--- config.mk ---
export PLATFORM = sky130hd
export DESIGN_NAME = mem_access_stage
export DESIGN_NICKNAME = d
export VERILOG_FILES = /design/src/rtl/mem_pkg.sv /design/src/rtl/mem_load_extend.sv /design/src/rtl/mem_access_stage.sv
export SDC_FILE = /design/constraint.sdc
export NUM_CORES = 1
export LEC_CHECK = 0
export CORE_ASPECT_RATIO = 1.75
export CORE_MARGIN = 3
export CORE_UTILIZATION = 30
export CTS_CLUSTER_SIZE = 30
export DETAILED_ROUTE_END_ITERATION = 8
export GPL_TIMING_DRIVEN = 0
export HOLD_SLACK_MARGIN = 0.12
export MAX_ROUTING_LAYER = met4
export PLACE_DENSITY = 0.64
export SYNTH_ARGS = -nofsm -noshare
export SYNTH_HDL_FRONTEND = slang
export SYNTH_SLANG_ARGS = --single-unit
--- constraint.sdc ---
create_clock -name clk -period 5.8 [get_ports clk]
set_clock_uncertainty 0.2 [all_clocks]
set_input_delay 1.16 -clock clk [delete_from_list [all_inputs] [get_ports clk]]
set_output_delay 1.16 -clock clk [all_outputs]
set_load 0.05 [all_outputs]
--- src/rtl/mem_pkg.sv ---
// Shared opcode constants, FSM state type and address/lane helpers for the memory-access stage.
package mem_pkg;

  localparam logic [5:0] OpLb  = 6'b100000;
  localparam logic [5:0] OpLh  = 6'b100001;
  localparam logic [5:0] OpLw  = 6'b100011;
  localparam logic [5:0] OpLbu = 6'b100100;
  localparam logic [5:0] OpLhu = 6'b100101;
  localparam logic [5:0] OpSb  = 6'b101000;
  localparam logic [5:0] OpSh  = 6'b101001;
  localparam logic [5:0] OpSw  = 6'b101011;

  localparam logic [3:0] BeByte = 4'b0001;
  localparam logic [3:0] BeHalf = 4'b0011;
  localparam logic [3:0] BeWord = 4'b1111;

  typedef enum logic [1:0] {StIdle, StAccess, StAbort} state_e;

  typedef struct packed {
    logic [31:0] order;
    logic [31:0] din;
    logic [4:0]  wr_num;
    logic        rwe;
    logic        hlwe;
    logic [31:0] hi;
    logic [31:0] pc;
  } wb_bundle_t;

  typedef struct packed {
    logic [31:0] addr;
    logic        we;
    logic [3:0]  be;
    logic [31:0] wdata;
  } bus_req_t;

  function automatic logic is_load(input logic [5:0] op);
    return op inside {OpLb, OpLh, OpLw, OpLbu, OpLhu};
  endfunction

  function automatic logic is_store(input logic [5:0] op);
    return op inside {OpSb, OpSh, OpSw};
  endfunction

  function automatic logic is_half(input logic [5:0] op);
    return op inside {OpLh, OpLhu, OpSh};
  endfunction

  function automatic logic is_word(input logic [5:0] op);
    return op inside {OpLw, OpSw};
  endfunction

  function automatic logic misaligned(input logic [5:0] op, input logic [1:0] a);
    return (is_half(op) && a[0]) || (is_word(op) && (a != 2'b00));
  endfunction

  function automatic logic [31:0] align_addr(input logic [5:0] op, input logic [31:0] a);
    if (is_half(op)) return {a[31:1], 1'b0};
    if (is_word(op)) return {a[31:2], 2'b00};
    return a;
  endfunction

  function automatic logic [3:0] byte_enable(input logic [5:0] op, input logic [1:0] a);
    if (is_half(op)) return BeHalf << {a[1], 1'b0};
    if (is_word(op)) return BeWord;
    return BeByte << a;
  endfunction

  function automatic logic [31:0] store_lanes(input logic [5:0] op, input logic [31:0] d);
    if (is_half(op)) return {2{d[15:0]}};
    if (is_word(op)) return d;
    return {4{d[7:0]}};
  endfunction

endpackage

--- src/rtl/mem_load_extend.sv ---
// Load-data lane select with sign/zero extension for LB/LH/LW/LBU/LHU.
module mem_load_extend
  import mem_pkg::*;
(
  input  logic [31:0] rdata_i,
  input  logic [1:0]  a_i,
  input  logic [5:0]  opcode_i,
  output logic [31:0] data_o
);

  logic [31:0] shifted;
  logic [15:0] half;

  assign shifted = rdata_i >> {a_i, 3'b000};
  assign half    = a_i[1] ? rdata_i[31:16] : rdata_i[15:0];

  always_comb begin
    data_o = rdata_i;
    unique case (opcode_i)
      OpLb:    data_o = {{24{shifted[7]}}, shifted[7:0]};
      OpLbu:   data_o = {24'd0, shifted[7:0]};
      OpLh:    data_o = {{16{half[15]}}, half};
      OpLhu:   data_o = {16'd0, half};
      default: data_o = rdata_i;
    endcase
  end

endmodule

--- src/rtl/mem_access_stage.sv ---
// Memory-access pipeline stage: request/ack data bus, load extension, registered WB bundle.
// Define MEM_ALIGN_CHECK_EN to reject misaligned accesses instead of masking the address.
module mem_access_stage
  import mem_pkg::*;
#(
  parameter int unsigned TIMEOUT_CYCLES = 255
) (
  input  logic        clk,
  input  logic        rst,
  input  logic        valid_in,
  input  logic [31:0] Order_in,
  input  logic [31:0] Alu_in,
  input  logic [31:0] Store_Data,
  input  logic [4:0]  Write_Reg_num_in,
  input  logic        Reg_Write_enable_in,
  input  logic        HI_LO_Write_enable_in,
  input  logic [31:0] HI_in_in,
  input  logic [31:0] NextPC_in,
  input  logic        IntRequest,
  output logic        mem_req,
  output logic        mem_we,
  output logic [3:0]  mem_be,
  output logic [31:0] mem_addr,
  output logic [31:0] mem_wdata,
  input  logic [31:0] mem_rdata,
  input  logic        mem_ack,
  output logic        stall,
  output logic        wb_valid,
  output logic [31:0] Order,
  output logic [31:0] RegFile_Din,
  output logic [4:0]  Write_Reg_num,
  output logic        Reg_Write_enable,
  output logic        HI_LO_Write_enable,
  output logic [31:0] HI_in,
  output logic [31:0] WB_NOINT_NextPC,
  output logic        bus_err,
  output logic        align_err
);

  localparam int unsigned CntW = (TIMEOUT_CYCLES > 1) ? $clog2(TIMEOUT_CYCLES) : 1;

  state_e          state_q, state_d;
  logic [CntW-1:0] cnt_q, cnt_d;
  wb_bundle_t      hold_q, hold_d, out_q, out_d, in_bundle;
  bus_req_t        req_q, req_d;
  logic            valid_q, valid_d, bus_err_q, bus_err_d, align_err_q, align_err_d;
  logic [5:0]      op_in;
  logic            in_mem, in_mis, timeout;
  logic [31:0]     load_data;

  assign op_in  = Order_in[31:26];
  assign in_mem = is_load(op_in) || is_store(op_in);
`ifdef MEM_ALIGN_CHECK_EN
  assign in_mis = in_mem && misaligned(op_in, Alu_in[1:0]);
`else
  assign in_mis = 1'b0;
`endif
  // cnt_q holds the number of ACCESS cycles already spent; fire in the TIMEOUT_CYCLES-th one.
  assign timeout = (TIMEOUT_CYCLES != 0) && (cnt_q == CntW'(TIMEOUT_CYCLES - 1));

  assign in_bundle = '{order: Order_in, din: Alu_in, wr_num: Write_Reg_num_in,
                       rwe: Reg_Write_enable_in, hlwe: HI_LO_Write_enable_in,
                       hi: HI_in_in, pc: NextPC_in};

  mem_load_extend u_load_extend (
    .rdata_i  (mem_rdata),
    .a_i      (req_q.addr[1:0]),
    .opcode_i (hold_q.order[31:26]),
    .data_o   (load_data)
  );

  always_comb begin
    state_d     = state_q;
    cnt_d       = cnt_q;
    hold_d      = hold_q;
    req_d       = req_q;
    out_d       = '0;
    valid_d     = 1'b0;
    bus_err_d   = 1'b0;
    align_err_d = 1'b0;
    stall       = 1'b0;
    unique case (state_q)
      StIdle: begin
        stall = valid_in && in_mem && !in_mis;
        if (valid_in && !IntRequest) begin
          if (!in_mem) begin
            out_d   = in_bundle;
            valid_d = 1'b1;
          end else if (in_mis) begin
            align_err_d = 1'b1;
          end else begin
            state_d = StAccess;
            cnt_d   = '0;
            hold_d  = in_bundle;
            req_d   = '{addr: align_addr(op_in, Alu_in), we: is_store(op_in),
                        be: byte_enable(op_in, Alu_in[1:0]),
                        wdata: store_lanes(op_in, Store_Data)};
          end
        end
      end
      StAccess: begin
        if (mem_ack) begin
          state_d = StIdle;
          if (!IntRequest) begin
            out_d   = hold_q;
            valid_d = 1'b1;
            if (is_load(hold_q.order[31:26])) out_d.din = load_data;
          end
        end else begin
          stall = 1'b1;
          if (IntRequest) begin
            state_d = StAbort;
          end else if (timeout) begin
            state_d   = StIdle;
            bus_err_d = 1'b1;
          end else begin
            cnt_d = cnt_q + CntW'(1);
          end
        end
      end
      StAbort: begin
        // The bus cycle cannot be cancelled; wait for the ack and drop the result.
        stall = 1'b1;
        if (mem_ack) state_d = StIdle;
      end
      default: state_d = StIdle;
    endcase
  end

  always_ff @(posedge clk) begin
    if (!rst) begin
      state_q     <= StIdle;
      cnt_q       <= '0;
      hold_q      <= '0;
      req_q       <= '0;
      out_q       <= '0;
      valid_q     <= 1'b0;
      bus_err_q   <= 1'b0;
      align_err_q <= 1'b0;
    end else begin
      state_q     <= state_d;
      cnt_q       <= cnt_d;
      hold_q      <= hold_d;
      req_q       <= req_d;
      out_q       <= out_d;
      valid_q     <= valid_d;
      bus_err_q   <= bus_err_d;
      align_err_q <= align_err_d;
    end
  end

  assign mem_req            = (state_q != StIdle);
  assign mem_we             = req_q.we;
  assign mem_be             = req_q.be;
  assign mem_addr           = req_q.addr;
  assign mem_wdata          = req_q.wdata;
  assign wb_valid           = valid_q;
  assign Order              = out_q.order;
  assign RegFile_Din        = out_q.din;
  assign Write_Reg_num      = out_q.wr_num;
  assign Reg_Write_enable   = out_q.rwe;
  assign HI_LO_Write_enable = out_q.hlwe;
  assign HI_in              = out_q.hi;
  assign WB_NOINT_NextPC    = out_q.pc;
  assign bus_err            = bus_err_q;
  assign align_err          = align_err_q;

endmodule

### After elaboration in Yosys (flattened, before gate mapping)

Index checks and enable logic that the tools add are counted.

| storage, ports and cells | value |
|---|---|
| bits of input ports | 204 |
| flip-flop bits (word level) | 351 |

| cells by class | value |
|---|---|
| equal/unequal tests | 23 |
| shift-type cells | 3 |
| reductions and logical operators | 16 |
| bitwise logic cells | 2 |
| mux-type cells | 50 |
| add/subtract/negate cells | 1 |

Operators by type and width:

| operator | count |
|---|---|
| 2-to-1 mux 135 bit | 4 |
| 2-to-1 mux 32 bit | 9 |
| case mux 135 bit (2 select lines) | 1 |
| case mux 32 bit (4 select lines) | 1 |
| == test 6 bit, second input constant | 13 |
| 2-to-1 mux 8 bit | 5 |
| >> shifter 32 x 5 -> 8 bit | 1 |
| 2-to-1 mux 16 bit | 1 |
| 2-to-1 mux 4 bit | 4 |
| case mux 8 bit (2 select lines) | 1 |
| 2-to-1 mux 1 bit | 15 |
| 2-to-1 mux 2 bit | 6 |
| != test 2 bit, second input constant | 6 |
| nonzero test 5 bit | 2 |
| adder 8 x 1 -> 8 bit, second input constant | 1 |
| == test 8 bit, second input constant | 1 |
| case mux 2 bit (3 select lines) | 1 |
| AND reduction 6 bit | 1 |
| nonzero test 2 bit | 3 |
| nonzero test 3 bit | 2 |
| != test 4 bit, second input constant | 1 |
| AND reduction 4 bit | 1 |
| OR reduction 4 bit | 1 |
| << shifter 1 x 2 -> 4 bit, first input constant | 1 |
| other kinds (11) | 13 |

### Logic depth before layout (Yosys ltp)

Gate-level depths: netlist of run 1.

| logic depth | value |
|---|---|
| depth in word-level cells | 12 |
| gate-level depth with buffers | 8 |

### By module

Synthesis of run 1 repeated with hierarchy kept, for this count alone.

| unflattened totals | value |
|---|---|
| cells, all modules | 1487 |
| area total of the unflattened synthesis | 12532.0 µm² |

By module, submodules not included:

| module | cells an instance | instances | area an instance (µm²) | sequential area each (µm²) |
|---|---|---|---|---|
| mem_access_stage | 1371 | 1 | 11881.4 | 6426.2 |
| mem_load_extend | 116 | 1 | 650.6 | 0.0 |

### Worst setup path after synthesis of run 1

Ideal clock, no wire load.

| timing | value |
|---|---|
| path type | input-to-output |
| start point | in Order_in[28] |
| end point | out stall |
| arrival time | 2.602 ns |
| slack | 1.838 ns |
| required time | 4.440 ns |
| stages on the path | 5 |
| cell sequence | clkbuf_1 -> nand2b_1 -> a21oi_1 -> a21oi_1 -> o22ai_1 |

| on the way | value |
|---|---|
| word-level cells in the longest chain between the ends | 5 |
| elaborated cells on any way between the ends | 13 |
| those cells by class | eq/ne: 8; mux: 1; reduce/logical: 4 |

Ends and longest elaborated chain:

| what | line | source |
|---|---|---|
| start, declared | mem_access_stage.sv:11 | `input logic [31:0] Order_in,` |
| == test 6 bit (on tied branches) | mem_pkg.sv:37, mem_pkg.sv:41 |  |
| nonzero test 5 bit or nonzero test 3 bit (tied branches) | mem_pkg.sv:37, mem_pkg.sv:41 |  |
| logical OR 1 bit (*) | mem_access_stage.sv:52 | `assign in_mem = is_load(op_in) \|\| is_store(op_in);` |
| logical AND 1 bit (*) | mem_access_stage.sv:84 | `stall = valid_in && in_mem && !in_mis;` |
| case mux 1 bit (3 select lines) (*) | mem_access_stage.sv:82 | `unique case (state_q)` |
| end, declared | mem_access_stage.sv:27 | `output logic stall,` |

Mark *: on every way between the ends. The rest lies on a longest branch, timed or not.

### Final worst setup path of run 1

| timing | value |
|---|---|
| start point | in Order_in[29] |
| end point | out stall |

Same word-level chain as after synthesis.

==> results of run 1 <==
## how the worst max path moves through the flow
stage	start	endpoint	slack [ps]
6_report	Order_in[29]	stall	980
5_1_grt	Order_in[27]	stall	870
4_1_cts	Order_in[27]	stall	960
3_5_place_dp	Order_in[27]	stall	970
3_3_place_gp	Order_in[27]	stall	1040
2_1_floorplan	Order_in[28]	stall	1840
## Yosys cell counts (2+ instances only)
library cell,count
nand3b_1,10
nor2_1,132
buf_2,34
mux2i_1,17
o22ai_1,18
ha_1,2
a21oi_1,181
nand2b_1,7
nand4_1,3
a2111oi_4,2
nor2b_1,11
buf_1,7
nor3_1,4
or3_1,9
a31oi_1,8
a21o_1,3
mux4_2,7
o21ai_1,4
a22oi_1,119
a32oi_1,24
buf_4,42
o21ai_0,32
nor3b_2,2
and3_1,6
or2_2,2
nand3_1,12
a222oi_1,7
clkbuf_1,70
nor4b_1,2
a211oi_2,2
o21bai_1,3
nand2_1,307
inv_1,6
o211ai_1,8
dfxtp_1,321
a211oi_1,20
## critical path: stages
cell,delay [ps]
clkdlybuf4s50_1,540
a21o_1,290
a21oi_1,320
a21oi_1,120
o22ai_1,150
clkdlybuf4s50_1,870
## routing by layer
metal | global-route usage | part of all wire
met5 | - | 0
met4 | 0.135 | 0.058
met3 | 0.0433 | 0.056
met2 | 0.419 | 0.53
met1 | 0.237 | 0.36
## cells by family (layout without fill, tap and decap cells)
logic type,Yosys count,in the layout,synth area share
other,1,12,0.000297
adders and majority gates,2,2,0.00198
DFF,321,321,0.509
AOI/OAI and AO/OA,440,440,0.226
xor gates and xnor gates,1,1,0.000694
muxes,24,24,0.0260
buffers and inverters,161,631,0.0643
and+or+nand+nor,515,515,0.172
## stage by stage
step	cell area, um^2	utilization
6_report	18600	0.451
5_1_grt	18600	0.451
4_1_cts	18600	0.450
3_5_place_dp	17400	0.423
3_3_place_gp	17400	0.423
2_1_floorplan	12600	-
## power by group through the flow
stage / clock, uW / sequential, uW / combinational [uW]
final: 2290 / 2270 / 601
after global routing: 2430 / 2270 / 637
after CTS: 2350 / 2270 / 604
after detailed placement: 0 / 2320 / 601
after global placement: 0 / 2320 / 597
after floorplan: 0 / 2420 / 177
## area by class of cell
| class | instances | area, um^2 |
|---|---|---|
| fillers | 4098 | 22600 |
| flip-flops and latches | 321 | 6430 |
| multi-input cells | 983 | 5380 |
| repair buffers | 410 | 4100 |
| clock buffers | 42 | 932 |
| plain buffers | 154 | 786 |
| well taps | 550 | 688 |
| clock inverters | 18 | 215 |
| diodes | 11 | 27.5 |
| inverters | 7 | 26.3 |
## sequential cells by signal (all words and copies together) (netlist names)
register and cells:
mem_addr 2, WB_NOINT_NextPC 32, HI_in 32, mem_wdata 32, bus_err 1, mem_we 1, HI_LO_Write_enable 1, state_q 2
mem_be 4, Write_Reg_num 5, Order 32, cnt_q 8, Reg_Write_enable 1, wb_valid 1, hold_q 135, RegFile_Din 32
==> metrics.csv, run 1 <==
metric,value,unit
"most common cell after layout, fill and taps aside",clkdlybuf4s50_1,
DR WL/cell,21.3,um
post-DP HPWL,41.2,mm
GP Congestion,0.913,
vias in the first global route,12543,
GR Overflow Total,0,
leak pwr,0.00640,uW
Tmin final,4820,ps
Post-Route WL,53.2,mm
initial antenna violation count,11,
CP Data Required Time,4440,ps
die span in y,277,um
Mapped Cells,1465,
PwrDens,278,mW/mm^2
Avg Inst Size Synth,8.61,um^2
area grow syn2layout,47.3,%
RSZ-0062 raised after global routing,false,
floorplan core area,0.0412,mm^2
relative slew slack,0.265,
biggest area consumer among synthesized cells,dfxtp_1,
final setup vio count,0,
worst-margin pin slew,1100,ps
VDD IR max,237,uV
TritonRoute pass-1 iters,6,
Die Width,161,um
Max-Cap Viols,0,
"Async S/R FF share, synth",0,
Psw,1330,uW
status,"complete, no violations",
Syn Nets,1671,
Post-synth EDFFs,0,
Setup crit start kind,input port,
register area share after synthesis,0.509,
# rows,98,
Crit path arrival time,3460,ps
FF-to-FF Start,state_q[1]$_SDFFE_PN0P_,
clk root buf,clkbuf_16,
first-pass GRT wire length,77.6,mm
hold_buf cts,0,
Critical Path Sink Type,output pin,
DR DRC count,0,
period utilisation layout,0.831,
R2R Path End,Order[0]$_SDFF_PN0_,
largest net degree at the start of global routing,16,
Port Buffer Count,410,
Int Pwr,3840,uW
TritonCTS clock tree,yes,
fin cells,2496,
pre-CTS worst setup slack,968,ps
Ys Warns,0,
Worst Path Max Fanout,6,
synthesized area,0.0126,mm^2
Clock Latency Late Sink,530,ps
post-route ant nets,0,
setup TNS,0,ps
clock buffer depth,3,
worst hold path class,flop to flop,
"Primary FF master, synth",dfxtp_1,
Hold Fails Final Rpt,0,
GRT Overall Usage,0.234,
Final Power,5170,uW
Sw Share,0.257,
Hold Path End,hold_q[30]$_SDFFE_PN0P_,
H-Tree Level Count,2,
crit path kind,input port to output pin,
placed cell count,2425,
Num CTS Buffers,35,
Initial Util,0.306,
number of DRC markers in iteration 0,714,
Reg2Reg Depth,6,
clock group share of total power,0.444,
most frequent cells in the layout,"clkdlybuf4s50_1, dfxtp_1, nand2_1",
DIE AREA,0.0447,mm^2
sequential share of power,0.439,
Nets,2118,
Seq cells post-synth,321,
I/O pins,413,
Comb pwr share,0.116,
Yosys top cell area share,0.509,
clk sinks,321,
Synth cell types,57,
largest cells by area after synthesis,"dfxtp_1, nand2_1, a21oi_1",
clk slew on worst S/H paths,60,ps
post-CTS setup buffers,0,
Worst Min Path Start,hold_q[30]$_SDFFE_PN0P_,
Cells on Worst Hold Path,2,
"reg-to-reg slack, setup",2340,ps
final worst setup slack,978,ps
post-CTS sizing,0,
vias,12582,
final slew viol count,0,
Vias/cell,5.04,
fmax,207,MHz
ratio of cells with drive above 1 in the final layout,0.0796,
worst hold margin,256,ps
Power figures use the tool's default switching activity.
==> run 2: changes to the inputs <==
PLACE_DENSITY = 0.66   (was 0.64)
clock period = 3.9 ns   (was 5.8 ns; I/O delays follow)
==> run 2 against run 1 <==
  * Via count about the same
  * Sequential power up 48%
  * Worst hold slack got worse by 0.98 ps
  * Critical path type unchanged
  * Largest cell class unchanged
  * Highest routed layer unchanged
==> metrics.csv, run 2 (synthesis gave the netlist of run 1 again) <==
metric,value,unit,change
clk root buf,clkbuf_16,,unchanged
RSZ-0062 raised after global routing,false,,unchanged
H-Tree Level Count,2,,unchanged
TritonCTS clock tree,yes,,unchanged
Largest register FFs,135,,unchanged
leak pwr,0.00643,uW,was 0.00640 uW
I/O pins,413,,unchanged
final slew viol count,0,,unchanged
vias,12570,,was 12582
crit path kind,input port to output pin,,unchanged
most frequent cells in the layout,"clkdlybuf4s50_1, dfxtp_1, nand2_1",,unchanged
CP Data Required Time,2920,ps,was 4440 ps
DIE AREA,0.0447,mm^2,unchanged
clk slew on worst S/H paths,60,ps,about the same
worst hold margin,255,ps,was 256 ps
DR WL/cell,21.2,um,was 21.3 um
Critical Path Sink Type,output pin,,unchanged
largest net degree at the start of global routing,15,,was 16
relative slew slack,0.320,,was 0.265
worst-margin pin slew,1020,ps,was 1100 ps
GR Overflow Total,0,,unchanged
post-route ant nets,0,,unchanged
Die Width,161,um,unchanged
Num CTS Buffers,34,,was 35
DR DRC count,0,,unchanged
PwrDens,418,mW/mm^2,was 278 mW/mm^2
"most common cell after layout, fill and taps aside",clkdlybuf4s50_1,,unchanged
worst hold path class,flop to flop,,unchanged
Cells on Worst Hold Path,2,,unchanged
ratio of cells with drive above 1 in the final layout,0.0790,,was 0.0796
Crit path arrival time,2830,ps,was 3460 ps
die span in y,277,um,unchanged
final setup vio count,0,,unchanged
status,"complete, no violations",,unchanged
Biggest register,hold_q,,unchanged
hold_buf cts,0,,unchanged
Vias/cell,5.04,,about the same
Tmin final,3810,ps,
floorplan core area,0.0412,mm^2,unchanged
Setup crit start kind,input port,,unchanged
Port Buffer Count,410,,unchanged
period utilisation layout,0.978,,
GP Congestion,0.907,,was 0.913
GRT Overall Usage,0.233,,was 0.234
Clock Latency Late Sink,520,ps,was 530 ps
initial antenna violation count,8,,was 11
post-DP HPWL,40.8,mm,was 41.2 mm
Initial Util,0.306,,unchanged
Worst Path Max Fanout,6,,unchanged
clk sinks,321,,unchanged
fmax,262,MHz,
Max-Cap Viols,0,,unchanged
clock buffer depth,3,,unchanged
Post-Route WL,52.8,mm,was 53.2 mm
# rows,98,,unchanged
Reg2Reg Depth,6,,unchanged
TritonRoute pass-1 iters,6,,unchanged
VDD IR max,241,uV,was 237 uV
area grow syn2layout,47.7,%,was 47.3%
Final Power,7790,uW,was 5170 uW
first-pass GRT wire length,78.0,mm,was 77.6 mm
Hold Fails Final Rpt,0,,unchanged
number of DRC markers in iteration 0,760,,was 714
vias in the first global route,12486,,was 12543
Nets,2117,,was 2118
## run 2: cell count changes in the layout (fill, tap and decap cells not counted), sizes merged
cell           change
clkbuf             +8
inv                -4
clkinv             -3
diode              -3
clkdlybuf4s50      -1
dlygate4sd2        +1
## run 2: layer usage
layer | up-vias | share of wire | track usage
met3 | 115 | 0.055 | 0.0347
met1 | 5955 | 0.36 | 0.247
met5 | - | 0 | -
met2 | 506 | 0.54 | 0.426
met4 | 0 | 0.043 | 0.103
li1 | 5994 | - | -
## run 2: timing repair
item                                    CTS  global route
endpoints found under the setup margin    1             0
buffers inserted                          0             0
resized for setup                         1             0
hold endpoints to repair                  0             0
## run 2: critical path, cell delays in order
cell	delay (ps)
clkdlybuf4s50_1	560
a21o_1	300
a21oi_1	330
a21oi_1	120
o22ai_1	130
dlygate4sd2_1	600
## run 2: path summary, 6_finish.rpt
| check | end | slack [ps] | startpoint |
|---|---|---|---|
| hold reg to reg | hold_q[12]$_SDFFE_PN0P_ | 250 | hold_q[12]$_SDFFE_PN0P_ |
| hold / removal | hold_q[12]$_SDFFE_PN0P_ | 250 | hold_q[12]$_SDFFE_PN0P_ |
| setup reg to reg | Order[0]$_SDFF_PN0_ | 560 | state_q[0]$_SDFFE_PN0P_ |
| setup / recovery | stall | 90 | Order_in[29] |
## run 2: final cells by class
cell class / count / area [um^2]
flip-flops and latches: 321 / 6430
inverters: 7 / 26.3
diodes: 8 / 20.0
fillers: 4093 / 22600
clock inverters: 11 / 169
plain buffers: 154 / 786
repair buffers: 410 / 4100
well taps: 550 / 688
multi-input cells: 983 / 5380
clock buffers: 50 / 1040
## run 2: power breakdown
part	switching, uW	internal [uW]
logic	523	374
registers	30.0	3340
clock network	1390	2130
total	1940	5850
## run 2: per-stage QoR
| step | util | setup slack (ps) | instance area, um^2 | setup TNS (ps) | instances |
|---|---|---|---|---|---|
| finish | 0.453 | 85.8 | 18600 | 0 | 2494 |
| global route | 0.453 | 2.71 | 18600 | 0 | 2494 |
| CTS | 0.452 | 88.4 | 18600 | 0 | 2486 |
| detailed placement | 0.423 | -343 | 17400 | -12690 | 2425 |
| global placement | 0.423 | -353 | 17400 | -12440 | 2425 |
| floorplan | - | 698 | 12600 | 0 | 1465 |
==> patch, RTL diff (flow settings as in run 2) <==
Reset style: asynchronous (`rst`), changed in one clocked block.
--- a/src/rtl/mem_access_stage.sv
+++ b/src/rtl/mem_access_stage.sv
@@ -127,7 +127,7 @@
     endcase
   end
 
-  always_ff @(posedge clk) begin
+  always_ff @(posedge clk or negedge rst) begin
     if (!rst) begin
       state_q     <= StIdle;
       cnt_q       <= '0;
Function: not settled (the Yosys comparison gave no result); the edit may change what the design does.
==> patch against run 2 <==
- global-route usage decreased by 1.8 points
- final cell count decreased by 5.8%
- setup slack improved by 130 ps
- count of clock-buffer cells in the layout decreased by 9
- routed wire length decreased by 6.4%
- cell area increased by 2.5%
- sequential cell count unchanged
- via count decreased by 9.5%
- synthesized area increased by 3.9%
Power is not compared: it rests on default switching activity, and its combinational part moved more than twofold at a synthesized area within 25%.
==> patch: results (changes against run 2) <==
[finish]
n_fill_cell=4038  ; was 4093
drive_gt1_share_pct=7.37  ; was 7.90%
nets=1961  ; was 2117
instances_no_fill=2350  ; was 2494

[clock_tree]
h-tree-depth=1  ; was 2
hold_buffers=1  ; was 0
cts_buffers=31  ; was 34
clock_latency_ps=570  ; was 520 ps

[setup_path]
r2r_slack_ps=910  ; was 560 ps
path_delay_family=buffers and inverters  ; unchanged
reg2reg_from=state_q[1]  ; was state_q[0]
timing.rr.end=RegFile_Din[6]  ; was Order[0]
critPathMaxStageDelay_ps=550  ; was 600 ps
r2r_cells=5  ; was 6

[logic_synthesis]
synth_commonest_cells=nand2_1, dfrtp_1, a22o_1, o21ai_0, clkbuf_1  ; was dfxtp_1, nand2_1, a21oi_1, nor2_1, a22oi_1
postSynth.asyncResetShare_pct=100  ; was 0%
synthCells=1308  ; was 1465
ys_seq_area_share_pct=61.3  ; was 50.9%
synthFlopType=dfrtp_1  ; was dfxtp_1
synthTopCellsByArea=dfrtp_1, nand2_1, a22o_1, o21ai_0, buf_4  ; was dfxtp_1, nand2_1, a21oi_1, a22oi_1, nor2_1
syn-num-nets=1514  ; was 1671

[grt]
grt_util_all_layers_pct=21.5  ; was 23.3%
grt_pass1_wl_um=73200  ; was 78000 um
grt_max_degree=112  ; was 15
antenna_found_initial=10  ; was 8
grt_pass1_vias=11800  ; was 12.5k

[placement]
dpl_cell_area_sq_um=18000  ; was 17400 sq um
place.gp.congestion=0.935  ; was 0.907
place_inst=2282  ; was 2425
dp_hpwl_um=37800  ; was 40800 um
port_buffers=411  ; was 410

[drt]
wl_met2_um=25900  ; was 28400 um
routedWlPerCell_um=21.0  ; was 21.2 um
met3_length_um=2360  ; was 2910 um
drt_iter0_markers=844  ; was 760
vias=11400  ; was 12.6k
met1_length_um=18700  ; was 19200 um

[run_status]
status=finished clean  ; unchanged

[worst_hold_path]
min_to=hold_q[7]  ; was hold_q[12]

[timing]
worst_pin_slew_ps=916  ; was 1020 ps

-- patch: cell types whose count changed after synthesis, moves of 101 or more --
cell / run 2 / this run
a21oi_1: 181 / 26
a22o_1: 0 / 103
dfrtp_1: 0 / 321
dfxtp_1: 321 / 0
nand2_1: 307 / 485
nor2_1: 132 / 31
-- patch: cell type report --
type	count	area share (%)
Antenna cell	11	0.144
Buffer	118	3.19
Clock buffer	41	4.52
Clock inverter	15	1.16
Inverter	6	0.118
Multi-Input combinational cell	863	23.3
Sequential cell	321	42.0
Tap cell	561	3.67
Timing Repair Buffer	414	21.9
-- patch: kinds of logic after synthesis --
family | count (synthesis) | share of synthesized area [%]
compound gates | 269 | 14.7
xor+xnor | 6 | 0.401
fa+ha+maj | 2 | 0.191
buf+inv | 124 | 4.82
flops | 321 | 61.3
mux | 12 | 0.955
other cells | 1 | 0.0286
simple gates | 573 | 17.7
-- patch: through the flow --
stage / util [%] / setup WS, ps
5_1_grt: 44.5 / 108
4_1_cts: 44.5 / 213
3_5_place_dp: 41.9 / -61.2
3_3_place_gp: 41.8 / -12130
6_report: 44.5 / 214
2_1_floorplan: - / 859
-- patch: worst max path at each step --
stage	start	endpoint	depth (start not counted)
after floorplan	Order_in[31]	stall	5
after global placement	rst	RegFile_Din[25]	1
after detailed placement	Order_in[31]	stall	7
after CTS	Order_in[31]	stall	7
after global routing	Order_in[31]	stall	7
final	Order_in[31]	stall	7
-- patch: metal layers --
| layer | track usage, % | vias up |
|---|---|---|
| li1 | - | 5282 |
| met2 | 38.0 | 425 |
| met3 | 2.73 | 113 |
| met5 | - | - |
| met4 | 9.59 | 0 |
| met1 | 24.1 | 5558 |
-- patch: worst register-to-register path: stages (launching register included) --
cell      delay [ps]
dfrtp_1          440
nand2b_1         220
nor3b_1          450
clkbuf_1         700
clkbuf_1         650
a22o_1           270
